===== src/rtl/spi_pkg.sv =====
// rtl/spi_pkg.sv - shared constants and FSM encoding for the SPI instruction decoder
// Contents: default bus widths, instruction byte field positions, decoder state type.
package spi_pkg;

  localparam int ADDR_W   = 6;  // register address width
  localparam int DATA_W   = 8;  // byte and register data width

  // Instruction byte: bit7 = write(1)/read(0), bit6 reserved, bits5:0 address.
  localparam int RW_BIT   = 7;
  localparam int ADDR_MSB = 5;

  typedef enum logic [1:0] {
    IDLE = 2'd0,  // waiting for the instruction byte
    DATA = 2'd1,  // waiting for the data (or dummy) byte
    HOLD = 2'd2   // access done, ignore bytes until chip select drops
  } state_t;

endpackage


===== src/rtl/spi_instr_decoder_if.sv =====
// rtl/spi_instr_decoder_if.sv - register access bus between the decoder and the register block
// Signals: read/write strobes, addr, data_write (initiator -> register block),
//          data_read (combinational register block -> initiator).
// Modports: master = decoder (initiator side), slave = register block.
interface spi_instr_decoder_if #(
  parameter int ADDR_W = spi_pkg::ADDR_W,
  parameter int DATA_W = spi_pkg::DATA_W
) ();

  logic              read;
  logic              write;
  logic [ADDR_W-1:0] addr;
  logic [DATA_W-1:0] data_write;
  logic [DATA_W-1:0] data_read;

  modport master (
    output read,
    output write,
    output addr,
    output data_write,
    input  data_read
  );

  modport slave (
    input  read,
    input  write,
    input  addr,
    input  data_write,
    output data_read
  );

endinterface


===== src/rtl/spi_instr_decoder.sv =====
// rtl/spi_instr_decoder.sv - turns SPI bridge bytes into register-file read/write accesses
// Ports:
//   clk, rst        clock; asynchronous active-high reset
//   frame_active    chip select asserted (synchronous to clk)
//   byte_sync       one-cycle pulse, data_in holds a new byte
//   data_in         received byte from the bridge
//   data_out        byte the bridge shifts out next (registered read data)
//   rif (master)    register bus: read, write, addr, data_write out; data_read in
// Build option: define SPI_BURST_EN to keep accessing consecutive addresses
// (wrapping at the top of the address space) for every data-phase byte.
module spi_instr_decoder #(
  parameter int ADDR_W = spi_pkg::ADDR_W,
  parameter int DATA_W = spi_pkg::DATA_W
) (
  input  logic                 clk,
  input  logic                 rst,
  input  logic                 frame_active,
  input  logic                 byte_sync,
  input  logic [DATA_W-1:0]    data_in,
  output logic [DATA_W-1:0]    data_out,
  spi_instr_decoder_if.master  rif
);

  import spi_pkg::*;

  state_t            state, state_d;
  logic              rw, rw_d;
  logic              read_d, write_d;
  logic [ADDR_W-1:0] addr_d;
  logic [DATA_W-1:0] data_write_d;
  logic [DATA_W-1:0] data_out_d;

  always_ff @(posedge clk or posedge rst) begin
    if (rst) begin
      state          <= IDLE;
      rw             <= 1'b0;
      rif.read       <= 1'b0;
      rif.write      <= 1'b0;
      rif.addr       <= '0;
      rif.data_write <= '0;
      data_out       <= '0;
    end else begin
      state          <= state_d;
      rw             <= rw_d;
      rif.read       <= read_d;
      rif.write      <= write_d;
      rif.addr       <= addr_d;
      rif.data_write <= data_write_d;
      data_out       <= data_out_d;
    end
  end

  always_comb begin
    state_d      = state;
    rw_d         = rw;
    read_d       = 1'b0;
    write_d      = 1'b0;
    addr_d       = rif.addr;
    data_write_d = rif.data_write;
    data_out_d   = data_out;

    // Read data is sampled while the read strobe is on the bus, so it lands
    // in data_out two cycles after the byte that requested it.  An access
    // already on the bus finishes even if the frame ends meanwhile.
    if (rif.read) begin
      data_out_d = rif.data_read;
    end

`ifdef SPI_BURST_EN
    // Step the address once the write has been presented at the old one.
    if (rif.write) begin
      addr_d = rif.addr + 1'b1;
    end
`endif

    if (!frame_active) begin
      state_d = IDLE;
    end else if (byte_sync) begin
      case (state)
        IDLE: begin
          addr_d  = data_in[ADDR_MSB:0];
          rw_d    = data_in[RW_BIT];
          read_d  = !data_in[RW_BIT];
          state_d = DATA;
        end
        DATA: begin
          if (rw) begin
            write_d      = 1'b1;
            data_write_d = data_in;
          end
`ifdef SPI_BURST_EN
          else begin
            // Dummy byte of a read burst: prefetch the next address.
            addr_d = rif.addr + 1'b1;
            read_d = 1'b1;
          end
`else
          state_d = HOLD;
`endif
        end
        default: ;  // HOLD: ignore bytes until chip select drops
      endcase
    end
  end

endmodule


===== src/flat_wrapper.sv =====
// flat-port wrapper written by rule: the top's interface ports become plain ports
module spi_instr_decoder_flat import spi_pkg::*;
#(
  parameter int ADDR_W = spi_pkg::ADDR_W,
  parameter int DATA_W = spi_pkg::DATA_W
)
  (clk, rst, frame_active, byte_sync, data_in, data_out, rif_read, rif_write, rif_addr, rif_data_write, rif_data_read);
  spi_instr_decoder_if #(.ADDR_W(ADDR_W), .DATA_W(DATA_W)) rif_i ();
  input  logic clk;
  input  logic rst;
  input  logic frame_active;
  input  logic byte_sync;
  input  logic [DATA_W-1:0] data_in;
  output logic [DATA_W-1:0] data_out;
  output wire logic [$bits(rif_i.read)-1:0] rif_read;
  output wire logic [$bits(rif_i.write)-1:0] rif_write;
  output wire logic [$bits(rif_i.addr)-1:0] rif_addr;
  output wire logic [$bits(rif_i.data_write)-1:0] rif_data_write;
  input wire logic [$bits(rif_i.data_read)-1:0] rif_data_read;
  assign rif_read = rif_i.read;
  assign rif_write = rif_i.write;
  assign rif_addr = rif_i.addr;
  assign rif_data_write = rif_i.data_write;
  assign rif_i.data_read = rif_data_read;
  spi_instr_decoder #(.ADDR_W(ADDR_W), .DATA_W(DATA_W)) u_core (.clk(clk), .rst(rst), .frame_active(frame_active), .byte_sync(byte_sync), .data_in(data_in), .data_out(data_out), .rif(rif_i));
endmodule

===== config.mk =====
export PLATFORM = sky130hd
export DESIGN_NAME = spi_instr_decoder_flat
export DESIGN_NICKNAME = d
export VERILOG_FILES = /design/src/rtl/spi_pkg.sv /design/src/rtl/spi_instr_decoder_if.sv /design/src/rtl/spi_instr_decoder.sv /design/src/flat_wrapper.sv
export SDC_FILE = /design/constraint.sdc
export NUM_CORES = 1
export LEC_CHECK = 0
export ABC_AREA = 1
export ABC_CLOCK_PERIOD_IN_PS = 1150
export BUFFER_PORTS_ARGS = -buffer_cell sky130_fd_sc_hd__buf_2
export CAP_MARGIN = 15
export CORE_MARGIN = 3
export CORE_UTILIZATION = 40
export CTS_CLUSTER_SIZE = 16
export DETAILED_ROUTE_END_ITERATION = 12
export PLACE_DENSITY = 0.76
export RECOVER_POWER = 100
export SETUP_SLACK_MARGIN = 0.1
export SLEW_MARGIN = 10
export SYNTH_ARGS = -nofsm -noshare
export SYNTH_HDL_FRONTEND = slang
export SYNTH_SLANG_ARGS = --single-unit
export TNS_END_PERCENT = 1

===== constraint.sdc =====
create_clock -name clk -period 1.15 [get_ports clk]
set_input_delay 0.115 -clock clk [delete_from_list [all_inputs] [get_ports clk]]
set_output_delay 0.115 -clock clk [all_outputs]
set_load 0.05 [all_outputs]

# ---- Yosys cells after proc, flatten, opt, wreduce, memory -nomap -nowiden
# Index checks and enable logic that the tools add are counted.
dict set report op_classes {
  eq_ne 3
  n_mux 10
  reduce_logical 5
}
# operator n
set ops {}
lappend ops {{$mux 1} 7}
lappend ops {{$mux 2} 2}
lappend ops {{$pmux 2 s2} 1}
lappend ops {{$reduce_and 4->1} 1}
lappend ops {{$ne 3x1->1 const B} 1}
lappend ops {{$reduce_and 3->1} 1}
lappend ops {{$eq 2x1->1 const B} 1}
lappend ops {{$logic_not 2->1} 1}
lappend ops {{$ne 2x1->1 const B} 1}
lappend ops {{$reduce_and 2->1} 1}
lappend ops {{$logic_not 1->1} 1}
dict set report word_totals {
  regBits 27
  in_bits 20
  output_inout_bits 24
  wordCells 25
}

# ---- Depth between registers and ports, before layout
dict set report logic_depth {
  word_depth 4
  mapped_depth 5
}

# ---- Worst setup path after synthesis
# No wires, ideal clock.
dict set report synth_path {
  kind {reg-to-reg}
  from {register u_core.rif.read}
  to {register u_core.data_out[0]}
  setup_ps 125
  arrival_ps 1209
  required_time_ps 1025
  setup_slack_ps -184
  stages_incl_launch_ff 3
  cell_sequence {dfrtp_1 > buf_2 > mux2_2}
}
# element line_no
set synth_lines {}
lappend synth_lines {{start: declaration} spi_instr_decoder_if.sv:17} ;# output read,
lappend synth_lines {{start signal: assignment} spi_instr_decoder.sv:45} ;# rif.read <= read_d;
lappend synth_lines {{end signal: assignment} spi_instr_decoder.sv:49} ;# data_out <= data_out_d;
lappend synth_lines {{end: declaration} spi_instr_decoder.sv:20} ;# output logic [DATA_W-1:0] data_out,
# No word-level cell between the ends.

# ---- Final worst setup path
dict set report layout_path {
  from {register u_core.rif.addr[5]}
  to {output rif_addr[5]}
}
# element line_no
set layout_lines {}
lappend layout_lines {{start: declaration} spi_instr_decoder_if.sv:19} ;# output addr,
lappend layout_lines {{start signal: assignment} spi_instr_decoder.sv:47} ;# rif.addr <= addr_d;
lappend layout_lines {{end: declaration} flat_wrapper.sv:17} ;# output wire logic [$bits(rif_i.addr)-1:0] rif_addr;
# No word-level cell between the ends.

==> impl_metrics.yaml <==
clocking:
  clk_path_buf_depth: 2
  cts.sinks: 27
  cts_tree: "done"
  clk_latency_ns: 0.32
  clock-root-buffer: "clkbuf_4"
  path_clk_slew_ns: 0.15
  cts_made_buffers: 3
  htree_levels: 1
finish:
  final_cell_count_no_fill: 189
  fill_cells: 197
  multi_input_area_um2: 417
  diodes: 0
  syn_to_final_growth_pct: 47.1
  drive_gt1_share_pct: 45.3
  nets: 180
  final_area_mm2: 0.00157
  regArea_um2: 679
critical_path:
  slowest_delay_ns: 0.38
  crit_path_end: "rif_addr[5]"
  crit_chain: "clkbuf_2"
  cp.arrival_ns: 0.99
  crit_slowest_cell: "dfrtp_1"
  rr_worst_depth: 4
  path_delay_family: "flip-flops"
  cp-start-kind: "flop"
  r2r_slack_ns: 0.07
  cp.depth: 1
  setup.worst_path.start: "u_core.rif.addr[5]"
  path_buf_inv: 1
  critPathKind: "flop to primary output"
  r2r_start: "u_core.state[1]"
  required_ns: 1.03
  path_max_fanout: 2
  r2r-end: "u_core.rw"
  cp-end-kind: "primary output"
synth:
  synthArstFlopShare_pct: 100
  synth_cell_types: 18
  ys.flop_type: "dfrtp_1"
  ys_seq_area_share_pct: 63.3
  yosysTopAreaCellShare_pct: 63.3
  avgSynthCellArea_um2: 10.9
  synth_edf_count: 0
  synth_most_common_cell: "nand2_1"
  synthTopCellsByArea: "dfrtp_1, nand2_1, mux2_2"
  netlist_top_cells_count: "nand2_1, dfrtp_1, mux2_2"
  synth_largest_area_cell: "dfrtp_1"
  yosys_warnings: 0
  netlist_area_mm2: 0.00107
  synth_seq_cells: 27
  syn_inst: 98
  synth_nets: 118
placement:
  port_buffers: 43
  post-place-ws_ns: 0.0868
  post-dp-hpwl_um: 1560
  dp.cells: 171
  gp_congestion: 0.816
  place_area_mm2: 0.00135
run:
  drv_cap: 0
drt:
  routed-wl-met2_um: 1120
  firstDrtPassIters: 5
  routedWlPerCell_um: 12.7
  drt-initial-drc-count: 29
  drc: 0
  wirelength_um: 2410
  dr_wl_met3_um: 177
  wl_met1_um: 1100
  vias_per_cell: 4.69
  highest_layer: "met4"
  drtAntennaViolNets: 0
  num_vias: 886
timing:
  setup_ws_ns: 0.0474
  setup_viol: 0
  post-route-period-util_pct: 95.9
  fmax_mhz: 907
  hold_violations: 0
  maxSlewViolCount: 0
  fin_hold_ws_ns: 0.0128
  min_period_ns: 1.10
  max_slew.worst_pin.slew_ns: 0.659
  skew_ns: 0.00329
  tns_ns: 0
  rsz0062_at_grt: "yes"
  maxSlewHeadroom_pct: 56.1
die:
  dieArea_mm2: 0.00332
  die_height_um: 57.7
  coreArea_mm2: 0.00250
  die_w_um: 57.7
  ios: 44
  placementRows: 18
  start_util_pct: 42.7
power_and_ir_drop:
  ir_drop_v: 0.00140
  total_leakage_power_nw: 0.825
  powerDensity_mw_per_mm2: 2220
global_routing:
  grt_usage_pct: 14.8
  grt_pass1_vias: 830
  grt_max_degree: 28
  grt_pass1_wl_um: 3820
  grt_overflow_total: 0
  antenna_found_initial: 0
hold_path:
  hp-class: "primary input to flop"
outcome:
  outcome: "completed"
==> layer usage <==
layer | up-vias | global-route usage, %
li1 | 438 | -
met1 | 406 | 20.4
met2 | 40 | 23.2
met3 | 2 | 3.56
met4 | 0 | 4.97
met5 | - | 0
==> metrics by stage <==
| stage | total power [mW] | utilization [%] |
|---|---|---|
| detailed placement | 2.95 | 54.2 |
| finish | 3.49 | 62.8 |
| global placement | 2.93 | 54.2 |
| floorplan | 2.58 | - |
| global route | 3.66 | 62.8 |
| CTS | 3.50 | 60.7 |
==> sequential cells by signal, summed over array words and instances (netlist names) <==
| signal | flops |
|---|---|
| u_core.data_out | 8 |
| u_core.rif.data_write | 8 |
| u_core.rif.addr | 6 |
| u_core.state | 2 |
| u_core.rif.read | 1 |
| u_core.rif.write | 1 |
| u_core.rw | 1 |
==> where the power goes <==
part	total [mW]	internal, mW	switching, mW
registers	1.37	1.21	0.161
logic	1.70	0.502	1.20
clock network	0.411	0.130	0.281
total	3.49	1.84	1.64
==> cell families (layout without fill, tap and decap cells) <==
logic type             after synthesis  count (layout)  synth area share (%)
DFF                                 27              27                  63.3
and+or+nand+nor                     54              55                  24.4
AOI/OAI and AO/OA                    3               3                  1.41
muxes                                8               8                  8.44
buffers and inverters                6              66                  2.46
==> worst min-delay path by stage <==
stage                           startpoint                        to  slack, ns  cells past startpoint
after global placement                 rst  u_core.rif.data_write[2]       0.18                      3
after floorplan                        rst        u_core.data_out[0]       0.17                      1
final                     rif_data_read[1]        u_core.data_out[1]       0.01                      2
after detailed placement               rst  u_core.rif.data_write[2]       0.19                      3
after global routing      rif_data_read[1]        u_core.data_out[1]    -0.0003                      2
after CTS                 rif_data_read[0]        u_core.data_out[0]      0.001                      2
==> layout make-up <==
cell class | instances | area share [%]
clock inverter | 1 | 0.319
sequential | 27 | 43.3
multi-input combinational | 66 | 26.5
timing repair buffer | 57 | 24.7
clock buffer | 3 | 1.43
inverter | 5 | 1.35
tap | 30 | 2.39
==> layout by cell type (no fill, tap or decap) <==
cell and count:
nand2_1 38, dfrtp_1 24, buf_2 21, clkbuf_4 19, dlygate4sd3_1 12, mux2_4 8
clkbuf_2 7, nand3_1 6, nor2_4 3, dfrtp_2 3, inv_2 2, nor2_2 2
nand3_4 2, inv_1 2, o21ai_0 2, nand2_2 1, inv_4 1, nand2_4 1
a21oi_1 1, nor2_1 1, nand4_1 1, clkinv_2 1, buf_4 1
==> timing repair <==
action	CTS	global route
setup buffers	1	0
endpoints found under the hold margin	35	3
hold buffers	9	3
gates cloned	0	1
pin swaps	0	1
resized for setup	16	6
endpoints found under the setup margin	39	46
Power figures use the tool's default switching activity.
